<file path="src/rtl/renode_apb3_bridge_pkg.sv">
// Shared types for the APB3 requester bridge: FSM state encoding,
// default-width command/response records and a counter sizing helper.
package renode_apb3_bridge_pkg;

  localparam int ADDR_WIDTH = 20;
  localparam int DATA_WIDTH = 32;

  typedef enum logic [1:0] {
    STATE_IDLE   = 2'd0,
    STATE_SETUP  = 2'd1,
    STATE_ACCESS = 2'd2
  } state_t;

  // Command entry at the default widths; the bridge declares a local copy
  // sized by its own parameters so non-default widths stay consistent.
  typedef struct packed {
    logic [ADDR_WIDTH-1:0] addr;
    logic                  write;
    logic [DATA_WIDTH-1:0] wdata;
  } cmd_t;

  typedef struct packed {
    logic [DATA_WIDTH-1:0] rdata;
    logic                  error;
    logic                  timeout;
  } rsp_t;

  // Bits needed to count from 0 up to and including limit (min 1 bit).
  function automatic int cnt_width(input int limit);
    return (limit < 1) ? 1 : $clog2(limit + 1);
  endfunction

endpackage

</file>
<file path="src/rtl/renode_apb3_requester_bridge_if.sv">
// Command stream, response stream and APB3 manager signals of the bridge.
// master: the bridge itself; slave: the requester/completer environment.
interface renode_apb3_requester_bridge_if #(
  parameter int AddressWidth = 20,
  parameter int DataWidth    = 32
);
  logic                    cmd_valid;
  logic                    cmd_ready;
  logic [AddressWidth-1:0] cmd_addr;
  logic                    cmd_write;
  logic [DataWidth-1:0]    cmd_wdata;

  logic                    rsp_valid;
  logic                    rsp_ready;
  logic [DataWidth-1:0]    rsp_rdata;
  logic                    rsp_error;
  logic                    rsp_timeout;

  logic [AddressWidth-1:0] paddr;
  logic                    psel;
  logic                    penable;
  logic                    pwrite;
  logic [DataWidth-1:0]    pwdata;
  logic                    pready;
  logic [DataWidth-1:0]    prdata;
  logic                    pslverr;

  modport master (
    input  cmd_valid, cmd_addr, cmd_write, cmd_wdata, rsp_ready,
           pready, prdata, pslverr,
    output cmd_ready, rsp_valid, rsp_rdata, rsp_error, rsp_timeout,
           paddr, psel, penable, pwrite, pwdata
  );

  modport slave (
    output cmd_valid, cmd_addr, cmd_write, cmd_wdata, rsp_ready,
           pready, prdata, pslverr,
    input  cmd_ready, rsp_valid, rsp_rdata, rsp_error, rsp_timeout,
           paddr, psel, penable, pwrite, pwdata
  );
endinterface

</file>
<file path="src/rtl/renode_apb3_bridge_fifo.sv">
// Synchronous command FIFO. Head is read combinationally from the storage
// array so a pop in IDLE can load the APB registers on the same edge.
// Pointers carry an extra wrap bit to tell full from empty.
module renode_apb3_bridge_fifo #(
  parameter int Depth = 4,
  parameter int Width = 8
) (
  input  logic             clk,
  input  logic             rst,
  input  logic             push,
  input  logic [Width-1:0] push_data,
  input  logic             pop,
  output logic [Width-1:0] head,
  output logic             full,
  output logic             empty
);
  localparam int PtrWidth = $clog2(Depth);
  localparam logic [PtrWidth:0] PtrOne = {{PtrWidth{1'b0}}, 1'b1};

  logic [Width-1:0]  mem [Depth];
  logic [PtrWidth:0] wr_ptr_reg;
  logic [PtrWidth:0] rd_ptr_reg;

  // Storage write; contents need no reset since the pointers gate reads.
  always_ff @(posedge clk) begin
    if (push) begin
      mem[wr_ptr_reg[PtrWidth-1:0]] <= push_data;
    end
  end

  // Pointer update; push and pop in the same cycle both take effect.
  always_ff @(posedge clk) begin
    if (rst) begin
      wr_ptr_reg <= '0;
      rd_ptr_reg <= '0;
    end else begin
      if (push) wr_ptr_reg <= wr_ptr_reg + PtrOne;
      if (pop)  rd_ptr_reg <= rd_ptr_reg + PtrOne;
    end
  end

  assign head  = mem[rd_ptr_reg[PtrWidth-1:0]];
  assign empty = (wr_ptr_reg == rd_ptr_reg);
  assign full  = (wr_ptr_reg[PtrWidth] != rd_ptr_reg[PtrWidth]) &&
                 (wr_ptr_reg[PtrWidth-1:0] == rd_ptr_reg[PtrWidth-1:0]);
endmodule

</file>
<file path="src/rtl/renode_apb3_requester_bridge.sv">
// Valid/ready command stream to APB3 manager bridge with a command FIFO,
// single-entry response register and per-transfer wait-state timeout.
module renode_apb3_requester_bridge
  import renode_apb3_bridge_pkg::*;
#(
  parameter int AddressWidth  = 20,
  parameter int DataWidth     = 32,
  parameter int FifoDepth     = 4,
  parameter int TimeoutCycles = 16
) (
  input  logic clk,
  input  logic rst,
  renode_apb3_requester_bridge_if.master bus
);
  typedef struct packed {
    logic [AddressWidth-1:0] addr;
    logic                    write;
    logic [DataWidth-1:0]    wdata;
  } cmd_entry_t;

  localparam int CntWidth = cnt_width(TimeoutCycles);
  localparam logic [CntWidth-1:0] WaitLimit = CntWidth'(TimeoutCycles);
  localparam logic [CntWidth-1:0] CntOne    = CntWidth'(1);
  localparam bit TimeoutEn = (TimeoutCycles != 0);

  cmd_entry_t push_entry;
  cmd_entry_t head_entry;
  logic       fifo_full;
  logic       fifo_empty;
  logic       push;
  logic       pop;
  logic       ready_reg;

  state_t state_reg;
  state_t state_next;
  logic   complete;
  logic   abort;
  logic   timeout_hit;

  logic [CntWidth-1:0]     wait_cnt_reg;
  logic [AddressWidth-1:0] paddr_reg;
  logic                    pwrite_reg;
  logic [DataWidth-1:0]    pwdata_reg;
  logic                    rsp_valid_reg;
  logic [DataWidth-1:0]    rsp_rdata_reg;
  logic                    rsp_error_reg;
  logic                    rsp_timeout_reg;

  // ready_reg keeps cmd_ready low throughout reset without a path from rst.
  assign bus.cmd_ready    = ready_reg && !fifo_full;
  assign push             = bus.cmd_valid && bus.cmd_ready;
  assign push_entry.addr  = bus.cmd_addr;
  assign push_entry.write = bus.cmd_write;
  assign push_entry.wdata = bus.cmd_wdata;

  renode_apb3_bridge_fifo #(
    .Depth (FifoDepth),
    .Width ($bits(cmd_entry_t))
  ) u_fifo (
    .clk       (clk),
    .rst       (rst),
    .push      (push),
    .push_data (push_entry),
    .pop       (pop),
    .head      (head_entry),
    .full      (fifo_full),
    .empty     (fifo_empty)
  );

  // The counter holds the number of pready-low ACCESS cycles seen so far;
  // abort fires in the ACCESS cycle where it already equals the limit.
  assign timeout_hit = TimeoutEn && (wait_cnt_reg == WaitLimit);

  // Next-state and transfer-event decode.
  always_comb begin
    state_next = state_reg;
    pop        = 1'b0;
    complete   = 1'b0;
    abort      = 1'b0;
    case (state_reg)
      STATE_IDLE: begin
        if (!fifo_empty && !rsp_valid_reg) begin
          pop        = 1'b1;
          state_next = STATE_SETUP;
        end
      end
      STATE_SETUP: state_next = STATE_ACCESS;
      STATE_ACCESS: begin
        if (bus.pready) begin
          complete   = 1'b1;
          state_next = STATE_IDLE;
        end else if (timeout_hit) begin
          abort      = 1'b1;
          state_next = STATE_IDLE;
        end
      end
      default: state_next = STATE_IDLE;
    endcase
  end

  // FSM state register and command-acceptance enable.
  always_ff @(posedge clk) begin
    if (rst) begin
      state_reg <= STATE_IDLE;
      ready_reg <= 1'b0;
    end else begin
      state_reg <= state_next;
      ready_reg <= 1'b1;
    end
  end

  // APB address/direction/data: loaded on pop, held otherwise.
  always_ff @(posedge clk) begin
    if (rst) begin
      paddr_reg  <= '0;
      pwrite_reg <= 1'b0;
      pwdata_reg <= '0;
    end else if (pop) begin
      paddr_reg  <= head_entry.addr;
      pwrite_reg <= head_entry.write;
      pwdata_reg <= head_entry.wdata;
    end
  end

  // Wait-state counter: cleared in SETUP, counts pready-low ACCESS cycles.
  always_ff @(posedge clk) begin
    if (rst) begin
      wait_cnt_reg <= '0;
    end else if (state_reg == STATE_SETUP) begin
      wait_cnt_reg <= '0;
    end else if (state_reg == STATE_ACCESS && !bus.pready) begin
      wait_cnt_reg <= wait_cnt_reg + CntOne;
    end
  end

  // Single-entry response register; fields only change when loading.
  always_ff @(posedge clk) begin
    if (rst) begin
      rsp_valid_reg   <= 1'b0;
      rsp_rdata_reg   <= '0;
      rsp_error_reg   <= 1'b0;
      rsp_timeout_reg <= 1'b0;
    end else if (complete) begin
      rsp_valid_reg   <= 1'b1;
      rsp_rdata_reg   <= pwrite_reg ? '0 : bus.prdata;
      rsp_error_reg   <= bus.pslverr;
      rsp_timeout_reg <= 1'b0;
    end else if (abort) begin
      rsp_valid_reg   <= 1'b1;
      rsp_rdata_reg   <= '0;
      rsp_error_reg   <= 1'b1;
      rsp_timeout_reg <= 1'b1;
    end else if (rsp_valid_reg && bus.rsp_ready) begin
      rsp_valid_reg   <= 1'b0;
    end
  end

  assign bus.psel        = (state_reg != STATE_IDLE);
  assign bus.penable     = (state_reg == STATE_ACCESS);
  assign bus.paddr       = paddr_reg;
  assign bus.pwrite      = pwrite_reg;
  assign bus.pwdata      = pwdata_reg;
  assign bus.rsp_valid   = rsp_valid_reg;
  assign bus.rsp_rdata   = rsp_rdata_reg;
  assign bus.rsp_error   = rsp_error_reg;
  assign bus.rsp_timeout = rsp_timeout_reg;
endmodule

</file>
<file path="src/flat_wrapper.sv">
// flat-port wrapper written by rule: the top's interface ports become plain ports
module renode_apb3_requester_bridge_flat import renode_apb3_bridge_pkg::*;
#(
  parameter int AddressWidth  = 20,
  parameter int DataWidth     = 32,
  parameter int FifoDepth     = 4,
  parameter int TimeoutCycles = 16
)
  (clk, rst, bus_cmd_valid, bus_cmd_addr, bus_cmd_write, bus_cmd_wdata, bus_rsp_ready, bus_pready, bus_prdata, bus_pslverr, bus_cmd_ready, bus_rsp_valid, bus_rsp_rdata, bus_rsp_error, bus_rsp_timeout, bus_paddr, bus_psel, bus_penable, bus_pwrite, bus_pwdata);
  renode_apb3_requester_bridge_if #(.AddressWidth(AddressWidth), .DataWidth(DataWidth)) bus_i ();
  input  logic clk;
  input  logic rst;
  input wire logic [$bits(bus_i.cmd_valid)-1:0] bus_cmd_valid;
  input wire logic [$bits(bus_i.cmd_addr)-1:0] bus_cmd_addr;
  input wire logic [$bits(bus_i.cmd_write)-1:0] bus_cmd_write;
  input wire logic [$bits(bus_i.cmd_wdata)-1:0] bus_cmd_wdata;
  input wire logic [$bits(bus_i.rsp_ready)-1:0] bus_rsp_ready;
  input wire logic [$bits(bus_i.pready)-1:0] bus_pready;
  input wire logic [$bits(bus_i.prdata)-1:0] bus_prdata;
  input wire logic [$bits(bus_i.pslverr)-1:0] bus_pslverr;
  output wire logic [$bits(bus_i.cmd_ready)-1:0] bus_cmd_ready;
  output wire logic [$bits(bus_i.rsp_valid)-1:0] bus_rsp_valid;
  output wire logic [$bits(bus_i.rsp_rdata)-1:0] bus_rsp_rdata;
  output wire logic [$bits(bus_i.rsp_error)-1:0] bus_rsp_error;
  output wire logic [$bits(bus_i.rsp_timeout)-1:0] bus_rsp_timeout;
  output wire logic [$bits(bus_i.paddr)-1:0] bus_paddr;
  output wire logic [$bits(bus_i.psel)-1:0] bus_psel;
  output wire logic [$bits(bus_i.penable)-1:0] bus_penable;
  output wire logic [$bits(bus_i.pwrite)-1:0] bus_pwrite;
  output wire logic [$bits(bus_i.pwdata)-1:0] bus_pwdata;
  assign bus_i.cmd_valid = bus_cmd_valid;
  assign bus_i.cmd_addr = bus_cmd_addr;
  assign bus_i.cmd_write = bus_cmd_write;
  assign bus_i.cmd_wdata = bus_cmd_wdata;
  assign bus_i.rsp_ready = bus_rsp_ready;
  assign bus_i.pready = bus_pready;
  assign bus_i.prdata = bus_prdata;
  assign bus_i.pslverr = bus_pslverr;
  assign bus_cmd_ready = bus_i.cmd_ready;
  assign bus_rsp_valid = bus_i.rsp_valid;
  assign bus_rsp_rdata = bus_i.rsp_rdata;
  assign bus_rsp_error = bus_i.rsp_error;
  assign bus_rsp_timeout = bus_i.rsp_timeout;
  assign bus_paddr = bus_i.paddr;
  assign bus_psel = bus_i.psel;
  assign bus_penable = bus_i.penable;
  assign bus_pwrite = bus_i.pwrite;
  assign bus_pwdata = bus_i.pwdata;
  renode_apb3_requester_bridge #(.AddressWidth(AddressWidth), .DataWidth(DataWidth), .FifoDepth(FifoDepth), .TimeoutCycles(TimeoutCycles)) u_core (.clk(clk), .rst(rst), .bus(bus_i));
endmodule
</file>
<file path="config.mk">
export PLATFORM = sky130hd
export DESIGN_NAME = renode_apb3_requester_bridge_flat
export DESIGN_NICKNAME = d
export VERILOG_FILES = /design/src/rtl/renode_apb3_bridge_pkg.sv /design/src/rtl/renode_apb3_requester_bridge_if.sv /design/src/rtl/renode_apb3_bridge_fifo.sv /design/src/rtl/renode_apb3_requester_bridge.sv /design/src/flat_wrapper.sv
export SDC_FILE = /design/constraint.sdc
export NUM_CORES = 1
export LEC_CHECK = 0
export BUFFER_PORTS_ARGS = -buffer_cell sky130_fd_sc_hd__buf_2
export CORE_MARGIN = 2
export CORE_UTILIZATION = 40
export DETAILED_ROUTE_END_ITERATION = 7
export GPL_ROUTABILITY_DRIVEN = 0
export PLACE_DENSITY = 0.66
export SLEW_MARGIN = 5
export SYNTH_ARGS = -nofsm -noshare
export SYNTH_HDL_FRONTEND = slang
export SYNTH_SLANG_ARGS = --single-unit
</file>
<file path="constraint.sdc">
create_clock -name clk -period 2.55 [get_ports clk]
set_input_delay 0.3825 -clock clk [delete_from_list [all_inputs] [get_ports clk]]
set_output_delay 0.3825 -clock clk [all_outputs]
set_load 0.02 [all_outputs]
</file>
==> report_table.html, run 1 <==
<table>
<tr><th>Metric</th><th>Value</th></tr>
<tr><th colspan="2">Clock network</th></tr>
<tr><td>Clock input transition at the sequential cells of the worst setup and hold paths</td><td>0.06 ns</td></tr>
<tr><td>CTS Buf Count</td><td>35</td></tr>
<tr><td>Clock tree from TritonCTS</td><td>yes</td></tr>
<tr><td>Number of hold buffers added after CTS</td><td>0</td></tr>
<tr><td>Clk_lat worst skew</td><td>roughly 0.50 ns</td></tr>
<tr><td>CTS resizes</td><td>0</td></tr>
<tr><td>Post-CTS setup buffer count</td><td>0</td></tr>
<tr><td>Total number of clock tree sinks</td><td>~310</td></tr>
<tr><td>H-tree levels</td><td>2</td></tr>
<tr><td>Clock buffer depth</td><td>3</td></tr>
<tr><td>Clock Root Buffer</td><td>clkbuf_16</td></tr>
<tr><th colspan="2">Floorplanning</th></tr>
<tr><td>Chip width</td><td>173 um</td></tr>
<tr><td>Core Footprint</td><td>approximately 28000 um2</td></tr>
<tr><td>DIE AREA</td><td>29800 um2</td></tr>
<tr><td>Count of boundary I/O pins</td><td>182</td></tr>
<tr><td>Die Height</td><td>around 170 um</td></tr>
<tr><td>Placement Rows</td><td>61</td></tr>
<tr><td>Starting density of the core</td><td>0.408</td></tr>
<tr><th colspan="2">Route</th></tr>
<tr><td>Number of nets with antenna violations after detailed routing</td><td>0</td></tr>
<tr><td>Via-per-instance ratio</td><td>4.91</td></tr>
<tr><td>Initial detailed-routing violation count</td><td>308</td></tr>
<tr><td>Pre-antenna DRT Iters</td><td>5</td></tr>
<tr><td>DRC violation count after routing</td><td>0</td></tr>
<tr><td>Routed length per placed instance</td><td>17.9 um</td></tr>
<tr><td>Vias</td><td>approximately 6100</td></tr>
<tr><td>Wire length after detailed routing</td><td>between 20000 and 25000 um</td></tr>
<tr><th colspan="2">Yosys</th></tr>
<tr><td>Average instance area after synthesis</td><td>17.7 um2</td></tr>
<tr><td>Synth Register Bits</td><td>between 300 and 400</td></tr>
<tr><td>Post-synth cell types</td><td>33</td></tr>
<tr><td>Netlist Area Pre-Place</td><td>11400 um2</td></tr>
<tr><td>Top_reg_cell synth</td><td>edfxtp_1</td></tr>
<tr><td>Sequential share of the synthesized area</td><td>0.738</td></tr>
<tr><td>Synth Net Count</td><td>743</td></tr>
<tr><td>Post-synthesis async set-or-reset flop share</td><td>0</td></tr>
<tr><td>Yosys warning count</td><td>0</td></tr>
<tr><td>Post-Synthesis Cells</td><td>645</td></tr>
<tr><td>EDFF count, synth</td><td>between 200 and 250</td></tr>
<tr><th colspan="2">Setup path</th></tr>
<tr><td>Arrival time of the worst setup path</td><td>2.28 ns</td></tr>
<tr><td>Capturing element type of the critical path</td><td>flop</td></tr>
<tr><td>Crit path launch type</td><td>flop</td></tr>
<tr><td>Max stage delay cell, worst path</td><td>and2_2</td></tr>
<tr><td>Crit path cell chain</td><td>xor2_2 &gt; o311a_1 &gt; and2_2 &gt; buf_12</td></tr>
<tr><td>WS Path Type</td><td>flop to flop</td></tr>
<tr><td>Required time at the endpoint of the critical path</td><td>2.75 ns</td></tr>
<tr><td>Delay of the slowest critical-path stage</td><td>0.47 ns</td></tr>
<tr><td>Maximum fanout count along the critical path</td><td>24</td></tr>
<tr><th colspan="2">Cells and area</th></tr>
<tr><td>Most common library cell in the layout ignoring fill and taps</td><td>edfxtp_1</td></tr>
<tr><td>Final-stage net count</td><td>940</td></tr>
<tr><td>Fillers</td><td>2331</td></tr>
<tr><td>Most used cells in the layout excluding fill and tap cells</td><td>edfxtp_1, buf_2, dfxtp_1</td></tr>
<tr><td>Area of all placed cells without fillers</td><td>about 14000 um2</td></tr>
<tr><td>Synth-to-Final Area Change</td><td>23.0%</td></tr>
<tr><td>Layout cell share with drive strength beyond 1</td><td>0.362</td></tr>
<tr><td>Number of flip-flops under the largest register name</td><td>212</td></tr>
<tr><td>Non-filler cells in the finished layout</td><td>between 1000 and 1500</td></tr>
<tr><th colspan="2">Global routing</th></tr>
<tr><td>Number of global-route vias before repair</td><td>6275</td></tr>
<tr><td>Aggregate global routing overflow</td><td>0</td></tr>
<tr><td>Number of antenna violations at the first check in global routing</td><td>2</td></tr>
<tr><td>Pin count of the biggest net entering global routing</td><td>57</td></tr>
<tr><td>Overall track demand over capacity in global routing</td><td>0.148</td></tr>
<tr><td>First-pass GRT wire length</td><td>34800 um</td></tr>
<tr><th colspan="2">Pwr</th></tr>
<tr><td>Leakage power</td><td>5.18 nW</td></tr>
<tr><td>Internal Dissipation</td><td>10.7 mW</td></tr>
<tr><td>PwrDens</td><td>roughly 1100 nW/um2</td></tr>
<tr><td>Maximum ir drop on the vdd rail</td><td>0.916 mV</td></tr>
<tr><td>Portion of total power attributed to sequential cells</td><td>0.423</td></tr>
<tr><td>Power share of the clock group</td><td>0.350</td></tr>
<tr><td>Combinational power share</td><td>0.227</td></tr>
<tr><td>Switching part of the total power</td><td>0.276</td></tr>
<tr><td>Sw Pwr</td><td>4.06 mW</td></tr>
<tr><th colspan="2">STA</th></tr>
<tr><td>Setup violators final</td><td>0</td></tr>
<tr><td>Setup TNS Final</td><td>0 ns</td></tr>
<tr><td>Final min period</td><td>2.08 ns</td></tr>
<tr><td>Rel. slew slack</td><td>0.447</td></tr>
<tr><td>Unrepaired setup endpoints after global routing</td><td>false</td></tr>
<tr><td>Worst clock skew</td><td>0.0151 ns</td></tr>
<tr><td>Timing-limited maximum frequency</td><td>between 0.4 and 0.5 GHz</td></tr>
<tr><td>Post-route fraction of the period consumed by the critical path</td><td>0.816</td></tr>
<tr><td>Number of hold violations in the final report</td><td>0</td></tr>
<tr><td>Pins over their slew limit</td><td>0</td></tr>
<tr><td>Slew at the pin closest to its max-slew limit</td><td>0.829 ns</td></tr>
<tr><th colspan="2">Min path</th></tr>
<tr><td>Worst min path class</td><td>primary input to flop</td></tr>
<tr><th colspan="2">Placed design</th></tr>
<tr><td>Cell area reported after detailed placement</td><td>between 10000 and 15000 um2</td></tr>
<tr><td>Number of cells after detailed placement</td><td>1183</td></tr>
<tr><td>Input/output buffers</td><td>181</td></tr>
<tr><td>Dpl hpwl</td><td>13700 um</td></tr>
<tr><th colspan="2">Flow run</th></tr>
<tr><td>Maxcap violations</td><td>0</td></tr>
<tr><th colspan="2">Status</th></tr>
<tr><td>Outcome</td><td>finished, final reports clean</td></tr>
</table>
power groups by stage:
stage / Combinational, mW / Sequential [mW] / Clock, mW
2_1_floorplan: 2.01 / 6.76 / 0
3_3_place_gp: 3.37 / 6.32 / 0
3_5_place_dp: 3.41 / 6.33 / 0
4_1_cts: 3.42 / 6.23 / 5.29
5_1_grt: 3.61 / 6.28 / 5.47
6_report: 3.34 / 6.22 / 5.16
cell usage after synthesis (4+ instances only):
| master | number | area, um2 |
|---|---|---|
| edfxtp_1 | 212 | 6370 |
| dfxtp_1 | 102 | 2040 |
| nor2_1 | 98 | 368 |
| mux2i_1 | 55 | 551 |
| mux4_2 | 53 | 1190 |
| a22oi_1 | 32 | 240 |
| clkbuf_1 | 20 | 75.1 |
| buf_2 | 9 | 45.0 |
| ha_1 | 7 | 87.6 |
| a21oi_1 | 5 | 25.0 |
| buf_6 | 5 | 56.3 |
| inv_1 | 5 | 18.8 |
| xor2_1 | 5 | 43.8 |
| and2_1 | 4 | 25.0 |
| nand2_1 | 4 | 15.0 |
| xnor2_1 | 4 | 35.0 |
kinds of logic (layout without fill, tap and decap cells):
group                      count (synthesis)  count (layout)  synth area share
AOI/OAI and AO/OA                         43              43            0.0278
adders and majority gates                  7               7           0.00769
DFF                                      314             314             0.738
and+or+nand+nor                          121             121            0.0450
buffers and inverters                     41             264            0.0185
muxes                                    108             108             0.153
xor gates and xnor gates                  11              11           0.00978
other                                      0               1                 0
metal layers:
metal | track usage | wire length [um]
met1 | 0.191 | 9770
met2 | 0.251 | 10700
met3 | 0.0358 | 1440
met4 | 0.0392 | 378
met5 | 0 | 0
worst max-delay path: cells and delay by family, from the launching register on:
| family | cells | cell delay, ns |
|---|---|---|
| DFF | 1 | 0.46 |
| AOI/OAI and AO/OA | 1 | 0.36 |
| xor gates and xnor gates | 1 | 0.23 |
| buffers and inverters | 1 | 0.24 |
| and+or+nand+nor | 1 | 0.47 |
worst paths after layout:
path / start / end / slack, ns / cells after the start
worst max-delay path: u_core.u_fifo.wr_ptr_reg[0]$_SDFFE_PP0N_ / u_core.u_fifo.mem[0][16]$_DFFE_PP_ / 0.47 / 4
worst min-delay path: bus_cmd_wdata[14] / u_core.u_fifo.mem[2][14]$_DFFE_PP_ / 0.10 / 1
worst max register to register: u_core.u_fifo.wr_ptr_reg[0]$_SDFFE_PP0N_ / u_core.u_fifo.mem[0][16]$_DFFE_PP_ / 0.47 / 4
worst min register to register: u_core.bus.pwdata[9]$_SDFFE_PP0P_ / u_core.bus.pwdata[9]$_SDFFE_PP0P_ / 0.49 / 2
cell type report:
| cell class | instances | area (um2) | share of cell area |
|---|---|---|---|
| Sequential cell | 314 | 8410 | 0.601 |
| Multi-Input combinational cell | 290 | 2780 | 0.199 |
| Timing Repair Buffer | 196 | 1110 | 0.0791 |
| Clock buffer | 46 | 1000 | 0.0714 |
| Tap cell | 378 | 473 | 0.0338 |
| Clock inverter | 17 | 210 | 0.0150 |
| Inverter | 5 | 18.8 | 0.00134 |
| Antenna cell | 1 | 2.50 | 0.000179 |
through the flow:
stage / setup WS, ns / total power [mW] / util / hold WS, ns
4_1_cts: 0.444 / 14.9 / 0.501 / 0.0762
3_3_place_gp: 0.531 / 9.68 / 0.458 / 0.466
2_1_floorplan: 0.425 / 8.77 / - / 0.471
3_5_place_dp: 0.450 / 9.74 / 0.458 / 0.469
5_1_grt: 0.334 / 15.4 / 0.501 / 0.0867
6_report: 0.468 / 14.7 / 0.501 / 0.102
No activity file was read; power rests on OpenSTA's default activity.
==> run 2: changes to the inputs <==
==> constraint.sdc (replaced) <==
create_clock -name clk -period 1.8 [get_ports clk]
set_input_delay 0.27 -clock clk [delete_from_list [all_inputs] [get_ports clk]]
set_output_delay 0.27 -clock clk [all_outputs]
set_load 0.02 [all_outputs]
==> report_table.html, run 2 (synthesized netlist as in run 1, its figures left out) <==
<table>
<tr><th>Metric</th><th>Value</th></tr>
<tr><th colspan="2">Setup path</th></tr>
<tr><td>Depth of the most critical reg-to-reg path</td><td>4 (unchanged)</td></tr>
<tr><td>Worst reg-to-reg setup slack</td><td>0.14 ns (-0.33 ns)</td></tr>
<tr><td>FF-to-FF End</td><td>u_core.u_fifo.mem[3][38]$_DFFE_PP_</td></tr>
<tr><td>WS Path Type</td><td>flop to output pin</td></tr>
<tr><td>Reg-to-reg startpoint</td><td>u_core.u_fifo.wr_ptr_reg[2]$_SDFFE_PP0N_</td></tr>
<tr><td>Arrival time of the worst setup path</td><td>1.49 ns (-0.79 ns)</td></tr>
<tr><td>Maximum fanout count along the critical path</td><td>4 (-83%)</td></tr>
<tr><td>Crit path launch type</td><td>flop</td></tr>
<tr><td>Beginning of the critical path</td><td>u_core.u_fifo.rd_ptr_reg[0]$_SDFFE_PP0P_</td></tr>
<tr><td>Capturing element type of the critical path</td><td>output pin</td></tr>
<tr><td>Delay of the slowest critical-path stage</td><td>0.37 ns (-0.10 ns)</td></tr>
<tr><td>Required time at the endpoint of the critical path</td><td>1.53 ns (-1.22 ns)</td></tr>
<tr><td>Max stage delay cell, worst path</td><td>dfxtp_4</td></tr>
<tr><td>Crit path cell chain</td><td>xor2_2 &gt; o31a_1 &gt; buf_6</td></tr>
<tr><th colspan="2">Status</th></tr>
<tr><td>Outcome</td><td>finished, final reports clean</td></tr>
<tr><th colspan="2">Floorplanning</th></tr>
<tr><td>Starting density of the core</td><td>0.408 (unchanged)</td></tr>
<tr><td>Placement Rows</td><td>61 (unchanged)</td></tr>
<tr><td>Chip width</td><td>173 um (unchanged)</td></tr>
<tr><td>DIE AREA</td><td>29800 um2 (unchanged)</td></tr>
<tr><td>Count of boundary I/O pins</td><td>182 (unchanged)</td></tr>
<tr><td>Die Height</td><td>173 um (unchanged)</td></tr>
<tr><td>Core Footprint</td><td>27900 um2 (unchanged)</td></tr>
<tr><th colspan="2">Clock network</th></tr>
<tr><td>Clock input transition at the sequential cells of the worst setup and hold paths</td><td>0.07 ns (about the same)</td></tr>
<tr><td>Total number of clock tree sinks</td><td>314 (unchanged)</td></tr>
<tr><td>Clock Root Buffer</td><td>clkbuf_16</td></tr>
<tr><td>Clock buffer depth</td><td>3 (unchanged)</td></tr>
<tr><td>Clock tree from TritonCTS</td><td>yes</td></tr>
<tr><td>Post-CTS setup buffer count</td><td>0 (unchanged)</td></tr>
<tr><td>Clk_lat worst skew</td><td>0.51 ns (about the same)</td></tr>
<tr><td>CTS Buf Count</td><td>35 (unchanged)</td></tr>
<tr><td>H-tree levels</td><td>2 (unchanged)</td></tr>
<tr><th colspan="2">Global routing</th></tr>
<tr><td>Number of antenna violations at the first check in global routing</td><td>2 (unchanged)</td></tr>
<tr><td>Overall track demand over capacity in global routing</td><td>0.158 (+0.0108)</td></tr>
<tr><td>Number of global-route vias before repair</td><td>6759 (+7.7%)</td></tr>
<tr><td>Aggregate global routing overflow</td><td>0 (unchanged)</td></tr>
<tr><td>First-pass GRT wire length</td><td>37200 um (+7.0%)</td></tr>
<tr><td>Pin count of the biggest net entering global routing</td><td>56 (-1.8%)</td></tr>
<tr><th colspan="2">Cells and area</th></tr>
<tr><td>Most used cells in the layout excluding fill and tap cells</td><td>edfxtp_1, buf_2, dfxtp_1</td></tr>
<tr><td>Most common library cell in the layout ignoring fill and taps</td><td>edfxtp_1</td></tr>
<tr><td>Synth-to-Final Area Change</td><td>30.0%</td></tr>
<tr><td>Non-filler cells in the finished layout</td><td>1319 (+5.8%)</td></tr>
<tr><td>Layout cell share with drive strength beyond 1</td><td>0.350 (-0.0114)</td></tr>
<tr><td>Number of flip-flops under the largest register name</td><td>212 (unchanged)</td></tr>
<tr><td>Area of all placed cells without fillers</td><td>14800 um2 (+5.7%)</td></tr>
<tr><td>Final-stage net count</td><td>1010 (+7.4%)</td></tr>
<tr><th colspan="2">STA</th></tr>
<tr><td>Timing-limited maximum frequency</td><td>0.568 GHz</td></tr>
<tr><td>Rel. slew slack</td><td>0.694 (+0.247)</td></tr>
<tr><td>Post-route fraction of the period consumed by the critical path</td><td>0.978</td></tr>
<tr><td>Unrepaired setup endpoints after global routing</td><td>true</td></tr>
<tr><td>Setup TNS Final</td><td>0 ns (unchanged)</td></tr>
<tr><td>Slew at the pin closest to its max-slew limit</td><td>0.453 ns (-0.377 ns)</td></tr>
<tr><td>Worst clock skew</td><td>0.0271 ns (+0.0120 ns)</td></tr>
<tr><td>Number of hold violations in the final report</td><td>0 (unchanged)</td></tr>
<tr><td>Setup violators final</td><td>0 (unchanged)</td></tr>
<tr><td>Pins over their slew limit</td><td>0 (unchanged)</td></tr>
<tr><td>Final min period</td><td>1.76 ns</td></tr>
<tr><th colspan="2">Route</th></tr>
<tr><td>DRC violation count after routing</td><td>0 (unchanged)</td></tr>
<tr><td>Initial detailed-routing violation count</td><td>303 (-1.6%)</td></tr>
<tr><td>Wire length after detailed routing</td><td>23300 um (+4.5%)</td></tr>
<tr><td>Via-per-instance ratio</td><td>4.85 (-1.2%)</td></tr>
<tr><td>Routed length per placed instance</td><td>17.7 um (-1.2%)</td></tr>
<tr><td>Number of nets with antenna violations after detailed routing</td><td>0 (unchanged)</td></tr>
<tr><td>Pre-antenna DRT Iters</td><td>6 (+1)</td></tr>
<tr><td>Vias</td><td>6401 (+4.5%)</td></tr>
<tr><th colspan="2">Placed design</th></tr>
<tr><td>Cell area reported after detailed placement</td><td>13000 um2 (+1.8%)</td></tr>
<tr><td>Dpl hpwl</td><td>14200 um (+3.7%)</td></tr>
<tr><td>Input/output buffers</td><td>181 (unchanged)</td></tr>
<tr><td>Number of cells after detailed placement</td><td>1196 (+1.1%)</td></tr>
<tr><th colspan="2">Pwr</th></tr>
<tr><td>PwrDens</td><td>1430 nW/um2 (+36%)</td></tr>
<tr><td>Total Power Consumption</td><td>21.1 mW (+44%)</td></tr>
<tr><td>Maximum ir drop on the vdd rail</td><td>1.18 mV (+29%)</td></tr>
<tr><td>Leakage power</td><td>5.51 nW (+6.4%)</td></tr>
<tr><th colspan="2">Min path</th></tr>
<tr><td>Cell depth of the worst hold path</td><td>3 (+2)</td></tr>
<tr><td>Worst-case hold path end point</td><td>u_core.bus.rsp_rdata[29]$_SDFFE_PP0P_</td></tr>
<tr><td>Worst min path class</td><td>primary input to flop</td></tr>
<tr><td>Worst Hold Launch</td><td>bus_prdata[29]</td></tr>
<tr><th colspan="2">Flow run</th></tr>
<tr><td>Maxcap violations</td><td>0 (unchanged)</td></tr>
</table>
## run 2: changes by cell type in the layout (fill, tap and decap cells not counted), moves of 2 or more
cell	before	now
and2_2	4	0
and2_4	0	4
buf_12	7	16
buf_4	9	13
clkbuf_1	5	11
clkbuf_8	4	2
clkinv_1	5	2
dlygate4sd3_1	0	57
## run 2: how the worst max path moves through the flow
stage | endpoint | slack [ns] | cells past startpoint
floorplan | u_core.u_fifo.mem[1][0]$_DFFE_PP_ | 0.02 | 4
global placement | u_core.u_fifo.mem[3][9]$_DFFE_PP_ | 0.16 | 4
detailed placement | u_core.u_fifo.mem[3][30]$_DFFE_PP_ | 0.13 | 4
CTS | bus_cmd_ready | 0.003 | 3
global route | bus_cmd_ready | -0.03 | 3
finish | bus_cmd_ready | 0.04 | 3
## run 2: layout make-up
class / count / area, um2
Fill cell: 2280 / 13100
Clock buffer: 49 / 970
Sequential cell: 314 / 8420
Antenna cell: 2 / 5.00
Multi-Input combinational cell: 290 / 2810
Inverter: 5 / 18.8
Timing Repair Buffer: 266 / 1900
Clock inverter: 15 / 220
Tap cell: 378 / 473
## run 2: where the power goes
group	switching (mW)	internal [mW]	total (mW)	leakage (nW)
Clock	2.74	4.51	7.25	0.580
Sequential	0.385	8.43	8.82	2.76
Combinational	2.77	2.29	5.06	2.17
## run 2: per-stage QoR
stage,hold WS (ns),setup WS (ns),utilization
2_1_floorplan,0.369,0.0213,-
3_3_place_gp,0.470,0.158,0.466
3_5_place_dp,0.477,0.129,0.466
4_1_cts,0.00120,0.00313,0.529
5_1_grt,0.00772,-0.0303,0.530
6_report,0.0221,0.0397,0.530
## run 2: timing repair
item,CTS,global route
endpoints found under the setup margin,1,14
hold endpoints to repair,215,1
resized for setup,2,3
cloned,0,0
hold buffers,56,1
## run 2: worst max-delay path: cells and delay by family (launching register included)
family                 cells  cell delay, ns
flip-flops                 1            0.37
AO/OA/AOI/OAI              1            0.27
XOR/XNOR                   1            0.20
buffers and inverters      1            0.14
## run 2: per-layer routing
metal | track usage | share of wire
met3 | 0.0435 | 0.069
met1 | 0.198 | 0.43
met4 | 0.0434 | 0.015
met5 | 0 | 0
met2 | 0.272 | 0.49
